## config.mk

```make
export PLATFORM = sky130hd
export DESIGN_NAME = alu_issue_stage_flat
export DESIGN_NICKNAME = d
export VERILOG_FILES = /design/src/rtl/alu_issue_stage_pkg.sv /design/src/rtl/alu_issue_stage_if.sv /design/src/rtl/alu_issue_predecode.sv /design/src/rtl/alu_issue_stage.sv /design/src/flat_wrapper.sv
export SDC_FILE = /design/constraint.sdc
export NUM_CORES = 1
export LEC_CHECK = 0
export ABC_AREA = 1
export CORE_UTILIZATION = 46
export DETAILED_ROUTE_END_ITERATION = 6
export PLACE_DENSITY_LB_ADDON = 0.12
export SLEW_MARGIN = 20
export SYNTH_ARGS = -nofsm -noshare
export SYNTH_HDL_FRONTEND = slang
export SYNTH_HIERARCHICAL = 1
export SYNTH_SLANG_ARGS = --single-unit
```

## constraint.sdc

```tcl
create_clock -name clock -period 1.35 [get_ports clock]
set_input_delay 0.27 -clock clock [delete_from_list [all_inputs] [get_ports clock]]
set_output_delay 0.27 -clock clock [all_outputs]
set_load 0.005 [all_outputs]
```

## src/rtl/alu_issue_stage_pkg.sv

```systemverilog
// Shared definitions for the ALU issue stage: opcode encodings, field widths,
// FSM state encoding and the pre-decoded flag bundle.
package alu_issue_stage_pkg;

  localparam int unsigned OPC_W   = 5;
  localparam int unsigned SHAMT_W = 5;

  localparam logic [OPC_W-1:0] OP_ADD = 5'd0;
  localparam logic [OPC_W-1:0] OP_SUB = 5'd1;
  localparam logic [OPC_W-1:0] OP_AND = 5'd2;
  localparam logic [OPC_W-1:0] OP_OR  = 5'd3;
  localparam logic [OPC_W-1:0] OP_SLL = 5'd4;
  localparam logic [OPC_W-1:0] OP_SRA = 5'd5;

  localparam logic [1:0] ST_EMPTY = 2'd0;
  localparam logic [1:0] ST_BUSY  = 2'd1;
  localparam logic [1:0] ST_FULL  = 2'd2;

  typedef struct packed {
    logic direction;
    logic is_shift;
    logic illegal_op;
  } predec_t;

endpackage

```

## src/rtl/alu_issue_stage_if.sv

```systemverilog
// Decode-side handshake plus issued payload towards the shifter/ALU.
interface alu_issue_stage_if #(
  parameter int unsigned WIDTH = 32,
  parameter int unsigned TAG_W = 4,
  parameter int unsigned CNT_W = 8
);
  import alu_issue_stage_pkg::*;

  logic               in_valid;
  logic               in_ready;
  logic [WIDTH-1:0]   data_operandA;
  logic [WIDTH-1:0]   data_operandB;
  logic [OPC_W-1:0]   ctrl_ALUopcode;
  logic [SHAMT_W-1:0] ctrl_shiftamt;
  logic [TAG_W-1:0]   in_tag;
  logic               ctrl_flush;
  logic               out_valid;
  logic               out_ready;
  logic [WIDTH-1:0]   data_operand;
  logic [WIDTH-1:0]   data_operandB_q;
  logic [SHAMT_W-1:0] ctrl_shiftamt_q;
  logic               direction;
  logic               is_shift;
  logic               illegal_op;
  logic [OPC_W-1:0]   ctrl_ALUopcode_q;
  logic [TAG_W-1:0]   out_tag;
  logic [CNT_W-1:0]   issued_count;

  modport master (
    output in_valid, data_operandA, data_operandB, ctrl_ALUopcode, ctrl_shiftamt,
           in_tag, ctrl_flush, out_ready,
    input  in_ready, out_valid, data_operand, data_operandB_q, ctrl_shiftamt_q,
           direction, is_shift, illegal_op, ctrl_ALUopcode_q, out_tag, issued_count
  );

  modport slave (
    input  in_valid, data_operandA, data_operandB, ctrl_ALUopcode, ctrl_shiftamt,
           in_tag, ctrl_flush, out_ready,
    output in_ready, out_valid, data_operand, data_operandB_q, ctrl_shiftamt_q,
           direction, is_shift, illegal_op, ctrl_ALUopcode_q, out_tag, issued_count
  );

endinterface

```

## src/rtl/alu_issue_predecode.sv

```systemverilog
// Combinational opcode pre-decode: shifter direction, shift flag, illegal flag.
module alu_issue_predecode
  import alu_issue_stage_pkg::*;
(
  input  logic [OPC_W-1:0] opcode,
  output predec_t          flags_c
);

  always_comb begin
    flags_c            = '0;
    flags_c.direction  = opcode[0];
    flags_c.is_shift   = (opcode[OPC_W-1:1] == 4'b0010);
    flags_c.illegal_op = (opcode > OP_SRA);
  end

endmodule

```

## src/rtl/alu_issue_stage.sv

```systemverilog
// Registered issue stage: two-entry skid buffer (main + skid) between decode
// and the ALU shift datapath, with opcode pre-decode stored per entry.
module alu_issue_stage
  import alu_issue_stage_pkg::*;
#(
  parameter int unsigned WIDTH = 32,
  parameter int unsigned TAG_W = 4,
  parameter int unsigned CNT_W = 8
) (
  input  logic              clock,
  input  logic              ctrl_reset_n,
  alu_issue_stage_if.slave  bus
);

  typedef struct packed {
    logic [WIDTH-1:0]   op_a;
    logic [WIDTH-1:0]   op_b;
    logic [OPC_W-1:0]   opcode;
    logic [SHAMT_W-1:0] shamt;
    logic [TAG_W-1:0]   tag;
    predec_t            flags;
  } entry_t;

  logic [1:0]       state_q, state_d;
  logic             in_ready_q, out_valid_q;
  entry_t           main_q, skid_q, in_entry_c;
  predec_t          in_flags_c;
  logic [CNT_W-1:0] issued_q;
  logic             in_fire_c, out_fire_c;
  logic             load_main_in_c, load_main_skid_c, load_skid_c, count_inc_c;

  alu_issue_predecode u_predecode (
    .opcode  (bus.ctrl_ALUopcode),
    .flags_c (in_flags_c)
  );

  always_comb begin
    in_entry_c        = '0;
    in_entry_c.op_a   = bus.data_operandA;
    in_entry_c.op_b   = bus.data_operandB;
    in_entry_c.opcode = bus.ctrl_ALUopcode;
    in_entry_c.shamt  = bus.ctrl_shiftamt;
    in_entry_c.tag    = bus.in_tag;
    in_entry_c.flags  = in_flags_c;
  end

  assign in_fire_c  = bus.in_valid & in_ready_q;
  assign out_fire_c = out_valid_q & bus.out_ready;

  // Next-state and buffer-move decode; flush overrides every transition.
  always_comb begin
    state_d          = state_q;
    load_main_in_c   = 1'b0;
    load_main_skid_c = 1'b0;
    load_skid_c      = 1'b0;
    count_inc_c      = 1'b0;
    if (bus.ctrl_flush) begin
      state_d = ST_EMPTY;
    end else begin
      count_inc_c = out_fire_c;
      case (state_q)
        ST_EMPTY: begin
          if (in_fire_c) begin
            load_main_in_c = 1'b1;
            state_d        = ST_BUSY;
          end
        end
        ST_BUSY: begin
          if (in_fire_c && out_fire_c) begin
            load_main_in_c = 1'b1;
          end else if (in_fire_c) begin
            load_skid_c = 1'b1;
            state_d     = ST_FULL;
          end else if (out_fire_c) begin
            state_d = ST_EMPTY;
          end
        end
        ST_FULL: begin
          if (out_fire_c) begin
            load_main_skid_c = 1'b1;
            state_d          = ST_BUSY;
          end
        end
        default: state_d = ST_EMPTY;
      endcase
    end
  end

  // Handshake flags are registered from the next state so in_ready never
  // depends combinationally on out_ready.
  always_ff @(posedge clock or negedge ctrl_reset_n) begin
    if (!ctrl_reset_n) begin
      state_q     <= ST_EMPTY;
      in_ready_q  <= 1'b1;
      out_valid_q <= 1'b0;
    end else begin
      state_q     <= state_d;
      in_ready_q  <= (state_d != ST_FULL);
      out_valid_q <= (state_d != ST_EMPTY);
    end
  end

  always_ff @(posedge clock or negedge ctrl_reset_n) begin
    if (!ctrl_reset_n) begin
      main_q <= '0;
      skid_q <= '0;
    end else begin
      if (load_main_in_c) begin
        main_q <= in_entry_c;
      end else if (load_main_skid_c) begin
        main_q <= skid_q;
      end
      if (load_skid_c) begin
        skid_q <= in_entry_c;
      end
    end
  end

  always_ff @(posedge clock or negedge ctrl_reset_n) begin
    if (!ctrl_reset_n) begin
      issued_q <= '0;
    end else if (count_inc_c) begin
      issued_q <= issued_q + CNT_W'(1);
    end
  end

  assign bus.in_ready         = in_ready_q;
  assign bus.out_valid        = out_valid_q;
  assign bus.data_operand     = main_q.op_a;
  assign bus.data_operandB_q  = main_q.op_b;
  assign bus.ctrl_shiftamt_q  = main_q.shamt;
  assign bus.ctrl_ALUopcode_q = main_q.opcode;
  assign bus.out_tag          = main_q.tag;
  assign bus.direction        = main_q.flags.direction;
  assign bus.is_shift         = main_q.flags.is_shift;
  assign bus.illegal_op       = main_q.flags.illegal_op;
  assign bus.issued_count     = issued_q;

endmodule

```

## src/flat_wrapper.sv

```systemverilog
// flat-port wrapper written by rule: the top's interface ports become plain ports
module alu_issue_stage_flat import alu_issue_stage_pkg::*;
#(
  parameter int unsigned WIDTH = 32,
  parameter int unsigned TAG_W = 4,
  parameter int unsigned CNT_W = 8
)
  (clock, ctrl_reset_n, bus_in_valid, bus_data_operandA, bus_data_operandB, bus_ctrl_ALUopcode, bus_ctrl_shiftamt, bus_in_tag, bus_ctrl_flush, bus_out_ready, bus_in_ready, bus_out_valid, bus_data_operand, bus_data_operandB_q, bus_ctrl_shiftamt_q, bus_direction, bus_is_shift, bus_illegal_op, bus_ctrl_ALUopcode_q, bus_out_tag, bus_issued_count);
  alu_issue_stage_if #(.WIDTH(WIDTH), .TAG_W(TAG_W), .CNT_W(CNT_W)) bus_i ();
  input  logic clock;
  input  logic ctrl_reset_n;
  input wire logic [$bits(bus_i.in_valid)-1:0] bus_in_valid;
  input wire logic [$bits(bus_i.data_operandA)-1:0] bus_data_operandA;
  input wire logic [$bits(bus_i.data_operandB)-1:0] bus_data_operandB;
  input wire logic [$bits(bus_i.ctrl_ALUopcode)-1:0] bus_ctrl_ALUopcode;
  input wire logic [$bits(bus_i.ctrl_shiftamt)-1:0] bus_ctrl_shiftamt;
  input wire logic [$bits(bus_i.in_tag)-1:0] bus_in_tag;
  input wire logic [$bits(bus_i.ctrl_flush)-1:0] bus_ctrl_flush;
  input wire logic [$bits(bus_i.out_ready)-1:0] bus_out_ready;
  output wire logic [$bits(bus_i.in_ready)-1:0] bus_in_ready;
  output wire logic [$bits(bus_i.out_valid)-1:0] bus_out_valid;
  output wire logic [$bits(bus_i.data_operand)-1:0] bus_data_operand;
  output wire logic [$bits(bus_i.data_operandB_q)-1:0] bus_data_operandB_q;
  output wire logic [$bits(bus_i.ctrl_shiftamt_q)-1:0] bus_ctrl_shiftamt_q;
  output wire logic [$bits(bus_i.direction)-1:0] bus_direction;
  output wire logic [$bits(bus_i.is_shift)-1:0] bus_is_shift;
  output wire logic [$bits(bus_i.illegal_op)-1:0] bus_illegal_op;
  output wire logic [$bits(bus_i.ctrl_ALUopcode_q)-1:0] bus_ctrl_ALUopcode_q;
  output wire logic [$bits(bus_i.out_tag)-1:0] bus_out_tag;
  output wire logic [$bits(bus_i.issued_count)-1:0] bus_issued_count;
  assign bus_i.in_valid = bus_in_valid;
  assign bus_i.data_operandA = bus_data_operandA;
  assign bus_i.data_operandB = bus_data_operandB;
  assign bus_i.ctrl_ALUopcode = bus_ctrl_ALUopcode;
  assign bus_i.ctrl_shiftamt = bus_ctrl_shiftamt;
  assign bus_i.in_tag = bus_in_tag;
  assign bus_i.ctrl_flush = bus_ctrl_flush;
  assign bus_i.out_ready = bus_out_ready;
  assign bus_in_ready = bus_i.in_ready;
  assign bus_out_valid = bus_i.out_valid;
  assign bus_data_operand = bus_i.data_operand;
  assign bus_data_operandB_q = bus_i.data_operandB_q;
  assign bus_ctrl_shiftamt_q = bus_i.ctrl_shiftamt_q;
  assign bus_direction = bus_i.direction;
  assign bus_is_shift = bus_i.is_shift;
  assign bus_illegal_op = bus_i.illegal_op;
  assign bus_ctrl_ALUopcode_q = bus_i.ctrl_ALUopcode_q;
  assign bus_out_tag = bus_i.out_tag;
  assign bus_issued_count = bus_i.issued_count;
  alu_issue_stage #(.WIDTH(WIDTH), .TAG_W(TAG_W), .CNT_W(CNT_W)) u_core (.clock(clock), .ctrl_reset_n(ctrl_reset_n), .bus(bus_i));
endmodule
```

==> flow_summary.toml <==
[outcome]
violations = "setup timing"
status = "complete, but fails checks"

[timing]
fmax_mhz = 641
skew_ns = 0.0116
setup_viol = 168
hold_viol = 0
post-route-period-util_pct = 116
drv_slew = 0
tightest_slew_ns = 0.446
period_needed_ns = 1.56
setup_ws_ns = -0.211
slew_headroom_pct = 70.0
rsz0062_at_grt = "yes"

[grt]
grt_usage_pct = 28.0
grt_pass1_vias = 7497
grt_overflow = 0
grt_pass1_wl_um = 38900
antenna_found_initial = 0
grt_max_degree = 49

[power]
powerDensity_nw_per_um2 = 1440
leakagePower_nw = 6.42
internal_power_mw = 12.8
ir_worst_vdd_v = 0.00106
seq_power_share_pct = 42.1
p_clk_share_pct = 25.3
switchingPower_mw = 6.21
pwr-share-comb_pct = 32.6
sw_frac_of_total_pct = 32.6

[worst_setup_path]
r2r_start = "u_core/bus.in_ready$_DFF_PN1_"
crit_slowest_cell = "dfstp_2"
endpoint_kind = "flip-flop"
worst_ep_arrival_time_ns = 1.88
reg2regPathDepth = 7
r2r_end = "u_core/skid_q[65]$_DFFE_PN0P_"
cp_max_fo = 14
worst-endpoint-required_ns = 1.67
crit_path_cell_trace = "nand2_4, nor3_4, buf_6, nand2_8, clkbuf_16, nand2_1, nand2_1"
path_common_cell = "nand2_1"
r2r_setup_slack_ns = -0.21
startpoint_type = "flip-flop"
slowest_delay_ns = 0.56
crit_type = "reg2reg"

[place]
place_congestion = 0.808
port-buffer-count = 173
hpwl_um = 14400
placed_cells = 1284

[synthesis]
synthXorXnorAreaFrac_pct = 0.446
syn_nets = 983
ys_types = 22
synth-compound-area-share_pct = 0.0637
syn_inst = 899
yosys_register_bits = 174
synth_area_um2 = 7860
synth_area_per_cell_um2 = 8.74
synth_fa_ha_area_share_pct = 0.159
yosysWarnings = 6
synth-simple-area-share_pct = 37.0
synth_top_family_by_area = "simple AND/OR/NAND/NOR gates"
synth_mux_area_share_pct = 0
yosysSeqAreaShare_pct = 55.4

[routing]
first_iter_violations = 1041
drtPass1Iterations = 5
num_vias = 8493
routed_wl_um = 31000
via_per_inst = 6.01
postRouteAntennaNets = 0
wl_per_cell_um = 22.0
drc = 0

[clock_network]
clkLatencyLatePin_ns = 0.44
clk_pin_slew_worst_paths_ns = 0.07
clkSinkCount = 174
htreeDepth = 4
tritoncts = "yes"
cts-root-buf = "clkbuf_16"
clock_path_buffers = 2
cts_inserted_buffers = 17

[flow_run]
max_cap_viol_count = 0

[floorplan]
die_area_um2 = 17600
core_area_um2 = 16600
die_w_um = 133
rows = 47
start_util_pct = 47.2
io_pins = 174
die_y_um = 133

[cells_and_area]
n_antenna_cell = 0
utilization_pct = 79.7
drive_gt1_share_pct = 35.5
fin_cells = 1414
fin_nets = 1265
syn2layout_area_growth_pct = 68.8

[hold_path]
hold_path.class = "in2async"
## area by class of cell
cell class	instances	area, µm²
timing repair buffer	340	3940
fill	1016	3370
sequential	174	4360
multi-input combinational	633	4070
inverter	15	57.6
clock inverter	12	110
clock buffer	20	457
tap	220	275
## per-layer routing
metal,global-route usage [%],vias up,share of wire (%)
met2,45.4,540,49
li1,-,3670,-
met1,37.8,4193,39
met4,10.0,0,3.2
met5,0,-,0
met3,5.17,90,8.8
## logic make-up after synthesis
group,count (synthesis)
compound gates,1
xor+xnor,4
fa+ha+maj,1
buf+inv,93
flops,174
simple gates,626
## flip-flops by register name (all words and copies together) (netlist names)
register	flops
u_core/state_q	2
u_core/bus.ctrl_ALUopcode_q	5
u_core/bus.direction	1
u_core/bus.illegal_op	1
u_core/bus.data_operandB_q	32
u_core/bus.out_valid	1
u_core/skid_q	81
u_core/bus.issued_count	8
u_core/bus.in_ready	1
u_core/bus.is_shift	1
u_core/bus.data_operand	32
u_core/bus.out_tag	4
u_core/bus.ctrl_shiftamt_q	5
## placed cells by master (no fill, tap or decap), drive strengths merged, types with 4 or more instances in the layout
master	Yosys	routed
buf	57	149
nand2	280	281
nand4	82	82
clkdlybuf4s15	0	74
inv	14	17
clkinvlp	0	4
clkinv	1	5
dfrtp	173	173
nor2	9	9
clkdlybuf4s50	0	81
nand3	254	254
clkbuf	21	55
## power groups by stage
| stage | Sequential [mW] | Clock, mW | Combinational [mW] |
|---|---|---|---|
| 3_3_place_gp | 7.76 | 0 | 4.29 |
| 5_1_grt | 8.14 | 5.04 | 6.64 |
| 6_report | 8.01 | 4.82 | 6.22 |
| 4_1_cts | 7.70 | 4.80 | 4.75 |
| 2_1_floorplan | 7.70 | 0 | 1.84 |
| 3_5_place_dp | 7.79 | 0 | 4.40 |
## metrics by stage
| stage | power [mW] | setup TNS (ns) | worst slack [ns] | hold slack (ns) | area (µm²) |
|---|---|---|---|---|---|
| final | 19.1 | -22.90 | -0.211 | 0.327 | 13300 |
| after global routing | 19.8 | -30.50 | -0.257 | 0.365 | 13300 |
| after CTS | 17.3 | -18.61 | -0.174 | 0.338 | 11600 |
| after detailed placement | 12.2 | -65.09 | -0.450 | 0.214 | 10300 |
| after global placement | 12.0 | -62.67 | -0.407 | 0.214 | 10300 |
| after floorplan | 9.54 | -0.342 | -0.00428 | -0.0256 | 7860 |
## cell usage after synthesis (all sizes together)
cell type / instances / area [µm²]
xor2: 2 / 17.5
ha: 1 / 12.5
nand3: 254 / 1280
clkbuf: 21 / 78.8
o21ai: 1 / 5.00
clkinv: 1 / 5.00
dfstp: 1 / 26.3
nand2: 280 / 1050
dfrtp: 173 / 4330
nor3: 1 / 16.3
nor2: 9 / 41.3
buf: 57 / 408
nand4: 82 / 513
xnor2: 2 / 17.5
inv: 14 / 52.6
## worst max path at each step
stage,end,startpoint,slack (ns),depth (start not counted)
after floorplan,u_core/bus.ctrl_ALUopcode_q[0]$_DFFE_PN0P_,u_core/bus.in_ready$_DFF_PN1_,-0.004,6
after global placement,u_core/skid_q[46]$_DFFE_PN0P_,bus_in_valid,-0.41,6
after detailed placement,u_core/skid_q[43]$_DFFE_PN0P_,bus_in_valid,-0.45,6
after CTS,u_core/skid_q[23]$_DFFE_PN0P_,u_core/bus.in_ready$_DFF_PN1_,-0.17,7
after global routing,u_core/skid_q[65]$_DFFE_PN0P_,u_core/bus.in_ready$_DFF_PN1_,-0.26,7
final,u_core/skid_q[65]$_DFFE_PN0P_,u_core/bus.in_ready$_DFF_PN1_,-0.21,7
## worst max-delay path: cells and delay by family (launching register included)
kind | cells | cell delay [ns]
simple gates | 5 | 0.52
flops | 1 | 0.56
buf+inv | 2 | 0.38
## repair_timing
action / in CTS / in global routing
hold buffers: 1 / 0
endpoints found under the setup margin: 255 / 199
gates cloned: 6 / 28
pin swaps: 4 / 28
endpoints found under the hold margin: 27 / 0
gates resized for setup: 213 / 264
setup buffers: 46 / 20
Power figures use the tool's default switching activity.
